## src/rtl/hqc_params.sv

```systemverilog
// -----------------------------------------------------------------------------
// hqc_params
// Shared constants and helpers for the HQC decapsulation FO-check datapath.
//   - HQC_WIDTH  : stream word width (128 bits)
//   - get_n()    : maps a parameter-set name ("hqc128"/"hqc192"/"hqc256")
//                  to the polynomial length N in bits
//   - get_depth(): number of WIDTH-bit words that cover N bits
//   - tail_bits(): valid bits in the last word (0 = full word)
//   - clog2()    : ceiling log2 for sizing counters and addresses
//   - state_e    : FSM encoding for xor_stream_compare
// No ports; imported by xor_stream_compare and popcount_w.
// -----------------------------------------------------------------------------
package hqc_params;

   localparam int HQC_WIDTH = 128;

   typedef enum logic [2:0] {
      ST_IDLE   = 3'd0,
      ST_RUN    = 3'd1,
      ST_FLUSH1 = 3'd2,
      ST_FLUSH2 = 3'd3,
      ST_DONE   = 3'd4
   } state_e;

   // Ceiling log2; clog2(1) is 0.
   function automatic int clog2(input int value);
      int result;
      int rem;
      result = 0;
      rem    = value - 1;
      while (rem > 0) begin
         result = result + 1;
         rem    = rem >> 1;
      end
      return result;
   endfunction

   // Parameter-set name is carried as a 6-character packed string.
   function automatic int get_n(input logic [47:0] parameter_set);
      if (parameter_set == "hqc128") return 17_669;
      if (parameter_set == "hqc192") return 35_851;
      return 57_637;
   endfunction

   function automatic int get_depth(input int n, input int width);
      return (n + width - 1) / width;
   endfunction

   function automatic int tail_bits(input int n, input int width);
      return n % width;
   endfunction

endpackage : hqc_params

```

## src/rtl/xor_stream_compare_popcount_w.sv

```systemverilog
// -----------------------------------------------------------------------------
// popcount_w
// WIDTH-bit population count with a single registered output stage.
// Ports:
//   clk, rst_n : clock, asynchronous active-low reset
//   valid_i    : data_i carries a word to count this cycle
//   data_i     : word to count
//   valid_o    : count_o is valid (one cycle after valid_i)
//   count_o    : number of set bits in the word presented one cycle earlier
// Used by xor_stream_compare only when XOR_CMP_WEIGHT_EN is defined.
// -----------------------------------------------------------------------------
module popcount_w
   import hqc_params::*;
#(
   parameter int WIDTH = HQC_WIDTH,
   parameter int CW    = clog2(WIDTH + 1)
) (
   input  logic             clk,
   input  logic             rst_n,
   input  logic             valid_i,
   input  logic [WIDTH-1:0] data_i,
   output logic             valid_o,
   output logic [CW-1:0]    count_o
);

   logic [CW-1:0] count_d;

   // Written as a flat sum; synthesis balances it into an adder tree.
   always_comb begin
      count_d = '0;
      for (int i = 0; i < WIDTH; i++) begin
         count_d = count_d + CW'(data_i[i]);
      end
   end

   always_ff @(posedge clk or negedge rst_n) begin
      if (!rst_n) begin
         valid_o <= 1'b0;
         count_o <= '0;
      end else begin
         valid_o <= valid_i;
         count_o <= valid_i ? count_d : '0;
      end
   end

endmodule : popcount_w

```

## src/rtl/xor_stream_compare.sv

```systemverilog
// -----------------------------------------------------------------------------
// xor_stream_compare
// Consumes the re-encrypted-XOR-received difference stream of the HQC FO
// check. Each accepted word is trimmed of padding beyond N, written to the
// result RAM port and OR-accumulated; `equal` reports an all-zero difference.
// Optional feature macro: XOR_CMP_WEIGHT_EN adds a saturating Hamming-weight
// counter on output `weight`.
// Ports:
//   clk, rst_n          : clock, asynchronous active-low reset
//   start               : arm for one comparison (accepted in IDLE only)
//   in_data/in_addr     : difference word and its word address
//   in_valid            : word strobe
//   in_done             : upstream end-of-stream pulse
//   wr_en/wr_addr/wr_data : registered result RAM write port
//   busy                : from start acceptance through DONE
//   done                : one-cycle completion pulse, 3 cycles after in_done
//   equal               : all DEPTH trimmed words zero, stream well-formed
//   error               : address mismatch or wrong word count
//   weight              : Hamming weight of the difference (macro only)
// -----------------------------------------------------------------------------
module xor_stream_compare
   import hqc_params::*;
#(
   parameter logic [47:0] parameter_set = "hqc256",
   parameter int N         = get_n(parameter_set),
   parameter int WIDTH     = HQC_WIDTH,
   parameter int N_MEM     = get_depth(N, WIDTH) * WIDTH,
   parameter int DEPTH     = N_MEM / WIDTH,
   parameter int LOG_DEPTH = clog2(DEPTH),
   parameter int TAIL_BITS = tail_bits(N, WIDTH),
   parameter int WW        = clog2(N + 1)
) (
   input  logic                 clk,
   input  logic                 rst_n,
   input  logic                 start,
   input  logic [WIDTH-1:0]     in_data,
   input  logic [LOG_DEPTH-1:0] in_addr,
   input  logic                 in_valid,
   input  logic                 in_done,
   output logic                 wr_en,
   output logic [LOG_DEPTH-1:0] wr_addr,
   output logic [WIDTH-1:0]     wr_data,
   output logic                 busy,
   output logic                 done,
   output logic                 equal,
   output logic                 error
`ifdef XOR_CMP_WEIGHT_EN
   ,
   output logic [WW-1:0]        weight
`endif
);

   // cnt must be able to hold DEPTH itself, one more than the last address.
   localparam int CW = clog2(DEPTH + 1);
   localparam logic [CW-1:0]    DEPTH_C   = CW'(DEPTH);
   localparam logic [CW-1:0]    LAST_C    = CW'(DEPTH - 1);
   localparam logic [WIDTH-1:0] ONES      = '1;
   localparam logic [WIDTH-1:0] TAIL_MASK = (TAIL_BITS == 0) ? ONES
                                          : (ONES >> (WIDTH - TAIL_BITS));

   state_e               state_q;
   logic [CW-1:0]        cnt_q;
   logic                 acc_or_q;   // OR of every trimmed bit seen so far
   logic                 busy_q;
   logic                 done_q;
   logic                 equal_q;
   logic                 error_q;
   logic                 wr_en_q;
   logic [LOG_DEPTH-1:0] wr_addr_q;
   logic [WIDTH-1:0]     wr_data_q;

   logic                 accept;
   logic [WIDTH-1:0]     word_trim;

   // NOTE: every signal assigned in always_comb gets a default first so no
   // path leaves it unassigned, which would otherwise infer a latch.
   always_comb begin
      accept    = 1'b0;
      word_trim = in_data;
      if (state_q == ST_RUN && in_valid && cnt_q < DEPTH_C) begin
         accept = 1'b1;
      end
      if (cnt_q == LAST_C) begin
         word_trim = in_data & TAIL_MASK;
      end
   end

   // NOTE: all state here is updated with non-blocking assignments so every
   // register samples the pre-edge values, independent of statement order.
   always_ff @(posedge clk or negedge rst_n) begin
      if (!rst_n) begin
         state_q   <= ST_IDLE;
         cnt_q     <= '0;
         acc_or_q  <= 1'b0;
         busy_q    <= 1'b0;
         done_q    <= 1'b0;
         equal_q   <= 1'b0;
         error_q   <= 1'b0;
         wr_en_q   <= 1'b0;
         wr_addr_q <= '0;
         wr_data_q <= '0;
      end else begin
         wr_en_q <= 1'b0;
         done_q  <= 1'b0;
         case (state_q)
            ST_IDLE: begin
               if (start) begin
                  cnt_q    <= '0;
                  acc_or_q <= 1'b0;
                  error_q  <= 1'b0;
                  equal_q  <= 1'b0;
                  busy_q   <= 1'b1;
                  state_q  <= ST_RUN;
               end
            end
            ST_RUN: begin
               // Words beyond DEPTH (upstream's surplus word) drop silently.
               if (accept) begin
                  if (CW'(in_addr) != cnt_q) begin
                     error_q <= 1'b1;
                  end
                  wr_en_q   <= 1'b1;
                  wr_addr_q <= cnt_q[LOG_DEPTH-1:0];
                  wr_data_q <= word_trim;
                  acc_or_q  <= acc_or_q | (|word_trim);
                  cnt_q     <= cnt_q + 1'b1;
               end
               if (in_done) begin
                  state_q <= ST_FLUSH1;
               end
            end
            ST_FLUSH1: begin
               state_q <= ST_FLUSH2;
            end
            ST_FLUSH2: begin
               // Verdict registers on entry to DONE so it is visible there.
               state_q <= ST_DONE;
               done_q  <= 1'b1;
               equal_q <= !acc_or_q && (cnt_q == DEPTH_C) && !error_q;
               if (cnt_q != DEPTH_C) begin
                  error_q <= 1'b1;
               end
            end
            ST_DONE: begin
               busy_q  <= 1'b0;
               state_q <= ST_IDLE;
            end
            default: begin
               state_q <= ST_IDLE;
            end
         endcase
      end
   end

   assign wr_en   = wr_en_q;
   assign wr_addr = wr_addr_q;
   assign wr_data = wr_data_q;
   assign busy    = busy_q;
   assign done    = done_q;
   assign equal   = equal_q;
   assign error   = error_q;

`ifdef XOR_CMP_WEIGHT_EN
   localparam int PCW = clog2(WIDTH + 1);

   logic            pc_valid;
   logic [PCW-1:0]  pc_count;
   logic [WW-1:0]   weight_q;
   logic [WW:0]     weight_sum;

   // Counts the registered write word: last word written at in_done+1,
   // counted at +2, summed at +3, so the total is final in DONE.
   popcount_w #(
      .WIDTH (WIDTH),
      .CW    (PCW)
   ) u_popcount (
      .clk     (clk),
      .rst_n   (rst_n),
      .valid_i (wr_en_q),
      .data_i  (wr_data_q),
      .valid_o (pc_valid),
      .count_o (pc_count)
   );

   always_comb begin
      weight_sum = {1'b0, weight_q} + (WW + 1)'(pc_count);
   end

   always_ff @(posedge clk or negedge rst_n) begin
      if (!rst_n) begin
         weight_q <= '0;
      end else if (state_q == ST_IDLE && start) begin
         weight_q <= '0;
      end else if (pc_valid) begin
         weight_q <= (weight_sum > (WW + 1)'(N)) ? WW'(N) : weight_sum[WW-1:0];
      end
   end

   assign weight = weight_q;
`endif

endmodule : xor_stream_compare

```

## config.mk

```make
export PLATFORM = sky130hd
export DESIGN_NAME = xor_stream_compare
export DESIGN_NICKNAME = d
export VERILOG_FILES = /design/src/rtl/hqc_params.sv /design/src/rtl/xor_stream_compare_popcount_w.sv /design/src/rtl/xor_stream_compare.sv
export SDC_FILE = /design/constraint.sdc
export NUM_CORES = 1
export LEC_CHECK = 0
export CAP_MARGIN = 10
export CORE_AREA = 2 2 175 160
export CTS_BUF_LIST = sky130_fd_sc_hd__clkbuf_16
export CTS_CLUSTER_SIZE = 14
export DETAILED_ROUTE_END_ITERATION = 10
export DIE_AREA = 0 0 177 162
export SYNTH_ARGS = -nofsm -noshare
export SYNTH_HDL_FRONTEND = slang
export SYNTH_SLANG_ARGS = --single-unit
```

## constraint.sdc

```tcl
create_clock -name clk -period 3.54 [get_ports clk]
set_input_delay 0.531 -clock clk [delete_from_list [all_inputs] [get_ports clk]]
set_output_delay 0.531 -clock clk [all_outputs]
set_load 0.03 [all_outputs]
```

==> key figures <==
CTS
  • Post-CTS sizing: 0
  • Clk_lat worst skew: about 0.42 ns
  • Clock-pin slew on the worst setup and hold paths: 0.07 ns
  • Sink Count: 155
  • CTS Hold Bufs: 0
  • CTS tree: done
  • H-tree depth: 4
  • CTS max path bufs: 2
  • Post-CTS setup buffers: 0
  • TritonCTS buffer count: 17
  • Root Buffer: clkbuf_16

Critical path
  • Crit path launch type: register
  • CP Max Fanout: 47
  • Worst Setup End Kind: register
  • Crit path kind: register to register
  • Worst Path Arrival: 2.77 ns
  • CP required: 3.89 ns

Drt
  • Routed Antenna Nets: 0
  • Detailed Route WL: approximately 23,000 um
  • DR iter-0 viols: roughly 390
  • Drt drc: 0
  • Vias: between 6,000 and 7,000
  • TritonRoute pass-1 iters: 4
  • Via density per instance: 4.44
  • DR WL/cell: 16.6 um

Logic synthesis
  • Flops & latches, synth: 155
  • Synth unique cells: 44
  • Top_reg_cell synth: dfrtp_1
  • Post-synthesis sequential area ratio: 0.587
  • Mapped Nets: 882
  • Most common cell in the netlist: nand2_1
  • Mapped cell area: 6600 sq um
  • Number of synthesized flops with an enable pin: 0
  • Commonest cells post-synth: 326 x nand2_1, 155 x dfrtp_1, 95 x nand3_1, 30 x nor4_1, 18 x clkbuf_1
  • Synth warnings: 0
  • Synthesized instance count: 738
  • Yosys top cell area share: 0.587
  • Cell taking the most area after synthesis: dfrtp_1
  • Avg Inst Size Synth: 8.95 sq um
  • Ys async rst share: 1.00
  • Top post-synthesis cells by area: dfrtp_1 59%, nand2_1 19%, nand3_1 7.2%

STA
  • F_max: 0.413 GHz
  • Clk_skew: ~0.011 ns
  • Max Slew Vio Count: 0
  • Setup TNS Final: 0 ns
  • Headroom to the max-slew limit: 0.294
  • Final setup viols: 0
  • Worst slew pin tran: 1.06 ns
  • RSZ-0062 raised after global routing: no
  • Final hold violation count: 0
  • Fin crit period: about 2.4 ns
  • Fin crit share: 0.684

Die
  • Core area: 26,700 sq um
  • Ports: 284
  • Die width: 177 um
  • Effective utilization at floorplan: 0.247
  • Die area: 28,700 sq um
  • Row cnt: 57
  • Die H: 162 um

Place
  • Hpwl dp: 16,300 um
  • DP Area: 9760 sq um
  • I/O Buffers: 283
  • Routability cong.: 0.813

Power
  • Pwr dens: 947 nW/um^2
  • Leak: 4.77 nW
  • Internal Pwr Total: 0.00554 W
  • IR drop worst, VDD: 0.000536 V
  • Post-route total power: ~0.0098 W
  • Net Sw Frac: 0.436
  • Clock share of power: 0.194
  • Switching pwr: about 0.0043 W
  • Logic pwr share: 0.499
  • Sequential power share: 0.306

GRT
  • Gr usage total: 0.159
  • Remaining Overflow, GRT: 0
  • Vias in the first global route: 6,205
  • Pin count of the biggest net entering global routing: 93
  • Initial antenna violation count: 0
  • First-pass GRT wire length: 35,300 um

Layout
  • Share of layout cells above drive strength 1: 0.0472
  • Nets: 1,148
  • Design area: about 10,000 sq um
  • Area Overhead vs Synth: 56.9%
  • Final core occ: 0.387
  • Ant diodes: 0

Job
  • Max Cap Violations: 0

Run status
  • Outcome: complete, no violations

Hold path
  • Min-Delay Path Class: primary input to asynchronous set/reset pin
[path summary, 6_finish.rpt]
check	slack [ns]	to	depth (start not counted)	start
min in group clk	0.46	wr_data[86]$_DFFE_PN0P_	2	wr_data[86]$_DFFE_PN0P_
worst max-delay path	1.12	wr_data[75]$_DFFE_PN0P_	7	cnt_q[4]$_DFFE_PN0P_
max in group asynchronous	2.47	wr_data[123]$_DFFE_PN0P_	2	rst_n
worst min-delay path	0.15	state_q[2]$_DFFE_PN0P_	1	rst_n
worst max register to register	1.12	wr_data[75]$_DFFE_PN0P_	7	cnt_q[4]$_DFFE_PN0P_
worst min register to register	0.46	wr_data[86]$_DFFE_PN0P_	2	wr_data[86]$_DFFE_PN0P_
[sequential cells by signal, indices dropped and copies added, names as in the netlist]
signal	flops
error	1
wr_addr	9
equal	1
wr_data	128
done	1
wr_en	1
cnt_q	9
busy	1
state_q	3
acc_or_q	1
[layer usage]
| layer | track usage | share of wire | vias up |
|---|---|---|---|
| li1 | - | - | 2968 |
| met1 | 0.207 | 0.45 | 2913 |
| met2 | 0.257 | 0.47 | 189 |
| met3 | 0.0461 | 0.067 | 22 |
| met4 | 0.0477 | 0.016 | 0 |
| met5 | 0 | 0 | - |
[power groups by stage]
| stage | Sequential [W] | Combinational [W] | Clock (W) |
|---|---|---|---|
| 6_report | 0.00301 | 0.00490 | 0.00191 |
| 5_1_grt | 0.00312 | 0.00529 | 0.00205 |
| 4_1_cts | 0.00302 | 0.00497 | 0.00197 |
| 3_5_place_dp | 0.00304 | 0.00496 | 0 |
| 3_3_place_gp | 0.00302 | 0.00493 | 0 |
| 2_1_floorplan | 0.00439 | 0.00144 | 0 |
[logic make-up after synthesis]
kind of cell | Yosys count | share of synthesized area
flops | 155 | 0.587
fa+ha+maj | 2 | 0.00379
compound gates | 20 | 0.0224
xor+xnor | 15 | 0.0199
buf+inv | 48 | 0.0377
simple gates | 498 | 0.329
[worst max-delay path, cell delays in order, from the launching register on]
cell,delay [ns]
dfrtp_1,0.46
or4_4,0.58
o2bb2ai_2,0.23
nand3_4,0.12
inv_4,0.44
buf_4,0.31
nand3_1,0.10
nand2_1,0.10
[cell usage in the layout (no fill, tap or decap), types with 3 or more instances in the layout]
master and n:
buf_12 3, nor4_1 30, bufinv_16 3, a21oi_1 3, nor2_1 16, clkbuf_16 17
nor3_1 4, buf_4 6, xor2_1 6, clkinvlp_4 4, nand4_1 11, clkdlybuf4s50_1 282
xnor2_1 9, nand3_1 95, nand2_1 325, inv_6 4, dfrtp_1 155, inv_1 3
o21ai_0 3
[per-stage QoR]
stage	setup WS (ns)	std cells	hold WS, ns
5_1_grt	0.938	1371	0.187
6_report	1.12	1371	0.146
3_3_place_gp	0.790	1339	0.447
2_1_floorplan	1.66	738	0.235
4_1_cts	1.08	1371	0.160
3_5_place_dp	0.787	1339	0.455
[area by class of cell]
type | count | area, sq um
flip-flops and latches | 155 | 3880
clock buffers | 17 | 425
inverters | 3 | 13.8
fillers | 2691 | 16400
well taps | 354 | 443
multi-input cells | 535 | 2490
repair buffers | 292 | 2940
clock inverters | 15 | 171
(Power assumes the default switching activity.)
